File: config.mk
export PLATFORM = sky130hd
export DESIGN_NAME = fetch_unit
export DESIGN_NICKNAME = d
export VERILOG_FILES = /design/src/rtl/fetch_unit.sv
export SDC_FILE = /design/constraint.sdc
export NUM_CORES = 1
export LEC_CHECK = 0
export CAP_MARGIN = 30
export CELL_PAD_IN_SITES_DETAIL_PLACEMENT = 1
export CELL_PAD_IN_SITES_GLOBAL_PLACEMENT = 2
export CORE_UTILIZATION = 36
export CTS_CLUSTER_DIAMETER = 80
export DETAILED_ROUTE_END_ITERATION = 16
export HOLD_SLACK_MARGIN = 0.06
export PLACE_DENSITY = 0.89
export SYNTH_ARGS = -nofsm -noshare
export SYNTH_HDL_FRONTEND = slang
export SYNTH_SLANG_ARGS = --single-unit
File: constraint.sdc
create_clock -name clk -period 4.7 [get_ports clk]
set_input_delay 0.47 -clock clk [delete_from_list [all_inputs] [get_ports clk]]
set_output_delay 0.47 -clock clk [all_outputs]
set_load 0.03 [all_outputs]
File: src/rtl/fetch_unit.sv
// fetch_unit -- instruction fetch stage feeding the IF/ID pipeline register.
//
// Issues one instruction-memory request at a time (req/gnt handshake, response
// on rvalid), parks a response in a one-entry skid buffer when decode is
// stalled, and handles branch/jump redirects including discarding an in-flight
// response that belongs to the abandoned path.
//
// Ports:
//   clk, rst_n        clock, asynchronous active-low reset
//   is_stall[1:0]     bit1 redirect (wins), bit0 load-use stall
//   pc_branch         redirect target (low two bits ignored)
//   imem_req/addr     fetch request and address (addr stable until granted)
//   imem_gnt          request accepted this cycle
//   imem_rvalid/rdata fetch response
//   id_valid/id_pc/id_pc4/id_instr  IF/ID register contents
module fetch_unit #(
   parameter logic [31:0] RESET_PC  = 32'h0000_0000,
   parameter logic [31:0] NOP_INSTR = 32'h0000_0013
) (
   input  logic        clk,
   input  logic        rst_n,
   input  logic [1:0]  is_stall,
   input  logic [31:0] pc_branch,
   output logic        imem_req,
   output logic [31:0] imem_addr,
   input  logic        imem_gnt,
   input  logic        imem_rvalid,
   input  logic [31:0] imem_rdata,
   output logic        id_valid,
   output logic [31:0] id_pc,
   output logic [31:0] id_pc4,
   output logic [31:0] id_instr
);

   typedef enum logic [1:0] {S_REQ, S_WAIT, S_HOLD} state_t;

   state_t      state;
   logic [31:0] fetch_pc;    // address of the next request
   logic [31:0] req_pc;      // address of the request currently outstanding
   logic        kill;        // outstanding response belongs to a flushed path
   logic [31:0] skid_pc;
   logic [31:0] skid_instr;

   logic        redirect;
   logic        stall_lu;
   logic [31:0] target;

   assign redirect  = is_stall[1];
   assign stall_lu  = is_stall[0];
   assign target    = pc_branch & ~32'd3;
   assign imem_addr = fetch_pc;

   always_ff @(posedge clk or negedge rst_n) begin
      if (!rst_n) begin
         state      <= S_REQ;
         imem_req   <= 1'b0;
         fetch_pc   <= RESET_PC;
         req_pc     <= RESET_PC;
         kill       <= 1'b0;
         skid_pc    <= 32'd0;
         skid_instr <= NOP_INSTR;
         id_valid   <= 1'b0;
         id_pc      <= 32'd0;
         id_pc4     <= 32'd4;
         id_instr   <= NOP_INSTR;
      end else if (redirect) begin
         // Redirect outranks the load-use stall: flush IF/ID and the skid entry.
         fetch_pc <= target;
         id_valid <= 1'b0;
         id_instr <= NOP_INSTR;
         if ((state == S_REQ && imem_req && imem_gnt) ||
             (state == S_WAIT && !imem_rvalid)) begin
            // A request already transferred and its response is still due.
            // Drain it in WAIT with kill set so only one request is ever
            // outstanding; the target request follows once it returns.
            state    <= S_WAIT;
            imem_req <= 1'b0;
            kill     <= 1'b1;
         end else begin
            // Nothing in flight (or the response lands right now and is
            // dropped): request the target on the next cycle.
            state    <= S_REQ;
            imem_req <= 1'b1;
            kill     <= 1'b0;
         end
      end else begin
         case (state)
            S_REQ: begin
               if (!stall_lu) begin
                  id_valid <= 1'b0;
                  id_instr <= NOP_INSTR;
               end
               if (imem_req && imem_gnt) begin
                  state    <= S_WAIT;
                  imem_req <= 1'b0;
                  req_pc   <= fetch_pc;
                  fetch_pc <= fetch_pc + 32'd4;
               end else begin
                  // Also raises the request on the first edge out of reset.
                  imem_req <= 1'b1;
               end
            end

            S_WAIT: begin
               if (imem_rvalid) begin
                  kill <= 1'b0;
                  if (kill) begin
                     state    <= S_REQ;
                     imem_req <= 1'b1;
                     if (!stall_lu) begin
                        id_valid <= 1'b0;
                        id_instr <= NOP_INSTR;
                     end
                  end else if (stall_lu) begin
                     state      <= S_HOLD;
                     skid_pc    <= req_pc;
                     skid_instr <= imem_rdata;
                  end else begin
                     state    <= S_REQ;
                     imem_req <= 1'b1;
                     id_valid <= 1'b1;
                     id_pc    <= req_pc;
                     id_pc4   <= req_pc + 32'd4;
                     id_instr <= imem_rdata;
                  end
               end else if (!stall_lu) begin
                  id_valid <= 1'b0;
                  id_instr <= NOP_INSTR;
               end
            end

            S_HOLD: begin
               // No new request until the parked instruction moves on.
               if (!stall_lu) begin
                  state    <= S_REQ;
                  imem_req <= 1'b1;
                  id_valid <= 1'b1;
                  id_pc    <= skid_pc;
                  id_pc4   <= skid_pc + 32'd4;
                  id_instr <= skid_instr;
               end
            end

            default: begin
               state    <= S_REQ;
               imem_req <= 1'b1;
            end
         endcase
      end
   end

endmodule

==> impl.org, run 1 <==
** Place
- The count of buffers added on input and output ports is 191.
- OpenSTA, run right after detailed placement, puts the worst setup slack at 1.22 ns.
- Detailed-placement wirelength estimate :: 19700 um
- Routability-driven placement finished with a final weighted congestion of 0.774.

** STA
- The worst pin sits at a relative slew slack of 29.0%.
- Setup total negative slack on the finished layout was measured at 0 ns.
- For the pin with the worst max-slew slack, the measured transition is 1.07 ns.
- Worst clock skew :: 0.0146 ns
- Setup slack on the critical path of the routed design comes to 1.33 ns.
- Setup violations remaining at the end of the flow were counted as 0.
- Final cycle utilization of the critical path :: 71.7%
- The final hold violation count came to 0.
- Time the worst path needs with I/O delays and setup :: 3.37 ns
- Static timing analysis puts the maximum clock frequency at 0.297 GHz.
- Setup repair after global routing left no endpoint under its margin.
- The number of slew-limit violations in the final report came to 0.

** Synthesis
- The cell area that synthesis handed to floorplanning was 10300 um^2.
- The synthesized design spends more area on one cell type than any other, namely dfrtp_1.
- In this run, synthesis inferred 0 flip-flops with an integrated enable.
- Leading register cell type out of synthesis :: dfrtp_1
- Avg Inst Size Synth :: 11.0 um^2
- Biggest area contributors in the synthesized netlist :: dfrtp_1, mux2_2, nand2_1
- Synthesized flop and latch total :: 219
- After synthesis, flip-flops and latches occupy 53.3% of the total area.
- The number of different library cells used by synthesis comes to 67.
- Async set or reset register ratio after synthesis :: 100%
- The synthesized design devotes to its leading area cell type 51.5% of total area.
- Yosys printed 0 warnings.
- In the synthesized netlist, the number of instances is 936.

** Power and ir drop
- In this run, the combinational gates consume 36.4% of the power.
- Static power due to leakage :: 5.41 nW
- In this run switching power makes up 37.8% of total power.
- Total power divided by cell area :: 611 nW/um^2
- IR analysis of the VDD net gives a maximum drop of 0.291 mV.
- For this design the total switching power over the nets is 0.00310 W.
- Reg power frac :: 38.8%
- The internal power of the cells totals 0.00510 W.
- Part of the total power dissipated in the clock network :: 24.7%

** Global route
- Met3 routing resource usage after global routing :: 2.95%
- GR met2 Demand/Resource :: 30.0%
- For this run the aggregate overflow at the end of global routing stands at 0.
- Global routing used 29.0% of the available met1 tracks.
- First-pass GRT wire length :: 45300 um
- Pin count of the biggest net entering global routing :: 137
- The via count of the first global-routing pass came to 8019.
- Busiest layer in global routing :: met2
- For this run, the total global-route usage over all layers was measured as 19.5%.
- Initial antenna violation count :: 1

** Floorplanning
- The floorplan step defined a core boundary enclosing 28000 um^2.
- For this design the top-level I/O count stands at 200.
- Die span in x :: 171 um
- For this configuration, the core starts out at a cell density of 36.8%.
- Standard-cell row count :: 61
- Die boundary height :: 171 um
- Die Outline Area :: 29300 um^2

** Layout
- Counting the fill cells in the layout gives 3053.
- Most used cells in the layout excluding fill and tap cells :: dfrtp_1, clkdlybuf4s50_1, nand2_1
- Area added between synthesis and finish :: 30.2%
- In the final layout, the share of cells above drive strength 1 is 14.8%.
- Antenna cells :: 0
- At the end of the flow, the number of nets in the layout was 1181.
- Most common library cell in the layout ignoring fill and taps :: dfrtp_1

** Clocking
- Number of buffers created by CTS :: 25
- After clock tree synthesis, the clock-pin slew on the worst setup and hold paths is 0.06 ns.
- Maximum count of clock buffers along a single path :: 3
- Buffers added to address setup during post-CTS repair amount to 0.
- CTS saw 219 sinks.
- Latest clock arrival within the worst-skew pair :: 0.52 ns
- Count of H-tree levels built during CTS :: 1
- Number of buffers inserted for hold repair after clock tree synthesis :: 0
- The tree is rooted in a clkbuf_16.
- TritonCTS built the clock tree.
- Post-CTS repair changed the size of 0 cells.

** Flow run
- Number of max-cap violations :: 0

** Min path
- The worst hold path belongs to the class input port to async pin.

** Worst setup path
- Required time worst endpoint :: 5.11 ns
- In this design, the largest share of critical-path delay is due to simple AND/OR/NAND/NOR gates.
- STA classifies the critical path endpoint as a flop.
- The critical path goes through inv_1 > ha_4 > nand2_1 > o22ai_1 > nand3_2 > or4_4 > a31o_1.
- The setup path with the least slack is of type flop to flop.
- Of all nets on the critical path, the largest fanout is 50.
- Critical-path top delay cell :: o22ai_1
- Delay contributed by the slowest stage of the critical path :: 0.81 ns
- Type of origin of the critical path :: flop
- Data arrives at the worst endpoint at 3.78 ns.
- Together, buffers and inverters on the worst path number 1.

** Detailed routing
- Wire length per cell after detailed routing :: 19.1 um
- The routed design has 28700 um of wire.
- The final route contains 7860 vias.
- The pre-antenna-repair detailed-routing pass consisted of 4 iterations.
- ANT nets after route :: 0
- In the routed layout, each cell is associated on average with a via count of 5.23.
- Count of unresolved DRC violations after routing :: 0
- In this run, the number of DRC markers left after iteration 0 of detailed routing was 378.

** Run status
- The flow ran to the end, and the final reports show no timing, DRC or antenna violations.
[registers in the layout, indices dropped and copies added, names as in the netlist]
register / count
id_instr: 32
skid_instr: 32
id_pc4: 30
id_pc: 30
imem_addr: 30
req_pc: 30
skid_pc: 30
state: 2
id_valid: 1
imem_req: 1
kill: 1
[logic make-up (layout without fill, tap and decap cells)]
group	Yosys count	after routing	share of synthesized area [%]
and+or+nand+nor	262	262	12.2
muxes	123	123	13.0
buffers and inverters	74	257	3.36
adders and majority gates	5	5	0.607
AOI/OAI and AO/OA	212	212	14.1
DFF	219	219	53.3
other	1	6	0.0364
xor gates and xnor gates	40	40	3.40
[cells in the mapped netlist (8+ instances only)]
cell type and count:
nor3_1 16, inv_1 8, nor4_1 9, and3_1 9, nand2_1 128, nor2_1 28, buf_2 22, o2bb2ai_1 29
o21ai_0 81, mux2i_1 34, nand3_1 24, mux2_2 89, dfrtp_1 212, nand4_1 13, a22oi_1 32, xnor2_1 29
xor2_1 11, o311ai_0 8, a21o_1 8, a21oi_1 11, clkbuf_1 31
[metal layers]
| metal | part of all wire [%] | up-vias | wire, um |
|---|---|---|---|
| met3 | 4.5 | 36 | 1300 |
| met1 | 49 | 3921 | 14000 |
| met5 | 0.045 | - | 13 |
| li1 | - | 3729 | - |
| met2 | 45 | 172 | 12900 |
| met4 | 1.8 | 2 | 518 |
[area by class of cell]
class                      instances  area [um^2]  share of cell area [%]
inverter                           9         33.8                   0.252
multi-input combinational        648         4540                    33.8
tap                              378          473                    3.52
timing repair buffer             203         2040                    15.2
sequential                       219         5490                    40.9
clock buffer                      31          668                    4.98
clock inverter                    14          179                    1.33
[power by group through the flow]
stage               sequential, W  clock [W]  combinational [W]
floorplan                 0.00354          0            0.00140
global placement          0.00317          0            0.00290
detailed placement        0.00321          0            0.00300
CTS                       0.00319    0.00207            0.00302
global route              0.00328    0.00214            0.00325
finish                    0.00318    0.00203            0.00299
[metrics by stage]
stage	power [W]	utilization (%)	cells	hold slack (ns)	cell area, um^2
floorplan	0.00494	-	941	0.174	10300
global placement	0.00607	44.8	1456	0.459	12600
detailed placement	0.00621	44.9	1457	0.463	12600
CTS	0.00828	47.9	1502	0.124	13400
global route	0.00866	47.9	1502	0.175	13400
finish	0.00820	47.9	1502	0.0413	13400
[final timing paths]
kind | from | cells after the start | slack (ns) | end
min reg2reg | id_pc4[2]$_DFFE_PN1P_ | 2 | 0.47 | id_pc4[2]$_DFFE_PN1P_
min | rst_n | 1 | 0.04 | imem_addr[23]$_DFFE_PN0N_
min in group clk | id_pc4[2]$_DFFE_PN1P_ | 2 | 0.47 | id_pc4[2]$_DFFE_PN1P_
max reg2reg | state[0]$_DFFE_PN0P_ | 7 | 1.33 | id_pc4[28]$_DFFE_PN0P_
max | state[0]$_DFFE_PN0P_ | 7 | 1.33 | id_pc4[28]$_DFFE_PN0P_
max in group asynchronous | rst_n | 2 | 3.54 | id_instr[4]$_DFFE_PN1P_
Power figures use the tool's default switching activity.
==> run 2, diff against run 1 <==
Settings changed: CORE_UTILIZATION 36 to 34, PLACE_DENSITY 0.89 to 0.85.
Clock period 4.7 ns to 3.3 ns, I/O delays scaled along.
==> impl.org, run 2 (same netlist as run 1, synthesis figures left out) <==
** Clocking
- Number of buffers created by CTS :: 25 (unchanged)
- Master cell of the clock root buffer :: clkbuf_16
- TritonCTS built the clock tree.
- Clock slew seen by the registers of the worst setup and hold paths :: 0.06 ns (about the same)
- Post-cts resize count :: 0 (unchanged)
- The total clock sinks came to 219 (unchanged).
- Maximum count of clock buffers along a single path :: 3 (unchanged)
- The H-tree depth is 1 (unchanged).
- Latest clock arrival within the worst-skew pair :: 0.52 ns (about the same)

** STA
- Hold violation count in the final report :: 0 (unchanged)
- Worst clock skew :: 0.00926 ns (-0.00536 ns)
- Time the worst path needs with I/O delays and setup :: 2.83 ns (-0.536 ns)
- RSZ-0062 raised after global routing :: false
- Final setup TNS :: 0 ns (unchanged)
- The transition time of the tightest slew-check pin was 0.880 ns (-0.186 ns).
- The number of slew-limit violations in the final report was 0 (unchanged).
- Setup-failing EPs final :: 0 (unchanged)
- Max Freq :: 0.353 GHz (+19%)
- Relative slew slack :: 41.3% (+12 points)
- Final cycle utilization of the critical path :: 85.9% (+14 points)

** Floorplanning
- The I/O pin total was 200 (unchanged).
- The die outline height is 176 um (+2.9%).
- Die Outline Area :: 31000 um^2 (+5.8%)
- The standard-cell row count is 63 (+3.3%).
- The starting density of the core was 34.7% (-2.1 points).
- Die span in x :: 176 um (+2.9%)
- Core region area :: 29700 um^2 (+6.1%)

** Worst setup path
- Worst path arrival time :: 3.24 ns (-0.54 ns)
- Crit. End Element :: flop
- STA classifies the critical path startpoint as a flop.
- The largest driver fanout on the critical path was 37 (-26%).
- Type of the worst setup path :: flop to flop
- The required time at the endpoint of the critical path was 3.71 ns (-1.40 ns).

** Layout
- The share of cells above drive strength 1 was 14.8% (-0.016 points).
- Design Area, Final :: 13400 um^2 (about the same)
- The largest registers in the layout are id_instr x32, skid_instr x32.
- Util after Layout :: 45.2% (-2.7 points)
- Area added between synthesis and finish :: 30.3% (about the same)
- The net count reported at finish was 1191 (+0.85%).
- The antenna cell count came to 0 (unchanged).
- The library cell used most frequently in the layout, excluding fill and tap cells, is dfrtp_1.
- Most used cells in the layout excluding fill and tap cells :: dfrtp_1, clkdlybuf4s50_1, nand2_1
- The post-layout instance count excluding filler cells is 1522 (+1.3%).

** Global route
- Remaining global-route overflow :: 0 (unchanged)
- The met2 usage in global routing is 28.9% (-1.0 points).
- The global routing stage identified its most utilized layer as met2.
- The maximum number of pins on one net before global-route repair was 105 (-23%).
- Met1 Usage GRT :: 27.3% (-1.7 points)
- The global routing met3 resource utilization was 2.50% (-0.45 points).
- The initial antenna violation count came to 0 (-1).
- The first-pass GRT wire length is 45900 um (+1.3%).
- The total global-route track usage came to 18.5% (-1.0 points).
- Via count of the first global-routing pass :: 8151 (+1.6%)

** Run status
- The flow ran to the end, and the final reports show no timing, DRC or antenna violations.

** Detailed routing
- Wire length per cell after detailed routing :: 18.8 um (-1.6%)
- Number of vias per cell after detailed routing :: 5.18 (-1.1%)
- The count of nets left with antenna violations after detail routing came to 0 (unchanged).
- Count of unresolved DRC violations after routing :: 0 (unchanged)
- Via Count :: 7878 (+0.23%)
- The total wire length is 28700 um (-0.29%).
- The number of detailed-route iterations in the first pass is 4 (unchanged).
- The first-iteration detailed-routing DRC count was 367 (-2.9%).

** Place
- The placed instance area was 12700 um^2 (+0.82%).
- The instance count after placement with tap cells included is 1478 (+1.4%).
- RePlAce Congestion :: 0.797 (+3.1%)
- The detailed placement HPWL came to 20300 um (+3.1%).
- The number of buffers inserted by port buffering is 191 (unchanged).

** Power and ir drop
- The worst voltage drop across the vdd grid came to 0.354 mV (+22%).
- The relative contribution of sequential cells to total power is 39.9% (+1.1 points).
- The portion of total power attributed to combinational logic is 37.7% (+1.3 points).
- Part of the total power dissipated in the clock network :: 22.4% (-2.3 points)
- Internal power of the cells :: 0.00704 W (+38%)
- The fraction of power spent switching nets came to 38.2% (+0.38 points).
- The power spent charging and discharging nets came to 0.00435 W (+40%).
- Total power divided by cell area :: 848 nW/um^2 (+39%)
- Static power due to leakage :: 5.40 nW (-0.15%)

** Flow run
- Number of max-cap violations :: 0 (unchanged)

** Min path
- Hold Crit Class :: input port to flop
-- run 2: cell count changes in the layout (fill, tap and decap cells not counted), sizes merged --
| cell | previous run | this run |
|---|---|---|
| buf | 14 | 23 |
| bufinv | 4 | 0 |
| dlygate4sd3 | 0 | 1 |
| clkbuf | 31 | 39 |
| inv | 9 | 8 |
| clkinv | 8 | 3 |
-- run 2: layout make-up --
type / instances / area [um^2]
clock inverter: 4 / 25.0
fill: 3222 / 16300
inverter: 9 / 33.8
timing repair buffer: 213 / 2140
sequential: 219 / 5490
tap: 390 / 488
multi-input combinational: 648 / 4540
clock buffer: 39 / 718
-- run 2: metal layers --
metal	wire (um)	vias up
met4	362	0
li1	-	3736
met3	1160	27
met1	14000	3963
met5	0	-
met2	13100	152
-- run 2: power groups by stage --
| stage | combinational, W | sequential (W) | clock [W] |
|---|---|---|---|
| after floorplan | 0.00199 | 0.00504 | 0 |
| after global placement | 0.00419 | 0.00451 | 0 |
| after detailed placement | 0.00433 | 0.00458 | 0 |
| after CTS | 0.00434 | 0.00454 | 0.00263 |
| after global routing | 0.00466 | 0.00468 | 0.00274 |
| final | 0.00429 | 0.00454 | 0.00255 |
-- run 2: path summary, 6_finish.rpt --
kind | start | endpoint | slack, ns | depth (start not counted)
max | state[0]$_DFFE_PN0P_ | id_pc4[28]$_DFFE_PN0P_ | 0.47 | 7
min | is_stall[1] | id_valid$_DFFE_PN0P_ | 0.16 | 2
max reg2reg | state[0]$_DFFE_PN0P_ | id_pc4[28]$_DFFE_PN0P_ | 0.47 | 7
min reg2reg | id_pc4[9]$_DFFE_PN0P_ | id_pc4[9]$_DFFE_PN0P_ | 0.48 | 2
max in group asynchronous | rst_n | id_pc4[2]$_DFFE_PN1P_ | 1.94 | 3
min in group asynchronous | rst_n | imem_addr[21]$_DFFE_PN0N_ | 0.44 | 2
-- run 2: timing repair --
item | in CTS | in global routing
endpoints found under the hold margin | 96 | 0
hold buffers | 1 | 0
buffers inserted | 0 | 0
-- run 2: critical path, stage by stage, from the launching register on --
cell      delay (ns)
dfrtp_1         0.41
inv_1           0.16
ha_4            0.49
mux2i_1         0.25
a211oi_2        0.39
nand3_2         0.23
or4_4           0.56
a31o_1          0.21
-- run 2: stage by stage --
stage	worst slack, ns	hold slack, ns	total power (W)
detailed placement	0.468	0.452	0.00890
CTS	0.447	0.132	0.0115
floorplan	0.962	0.0344	0.00703
global route	0.276	0.170	0.0121
finish	0.466	0.160	0.0114
global placement	0.500	0.443	0.00871
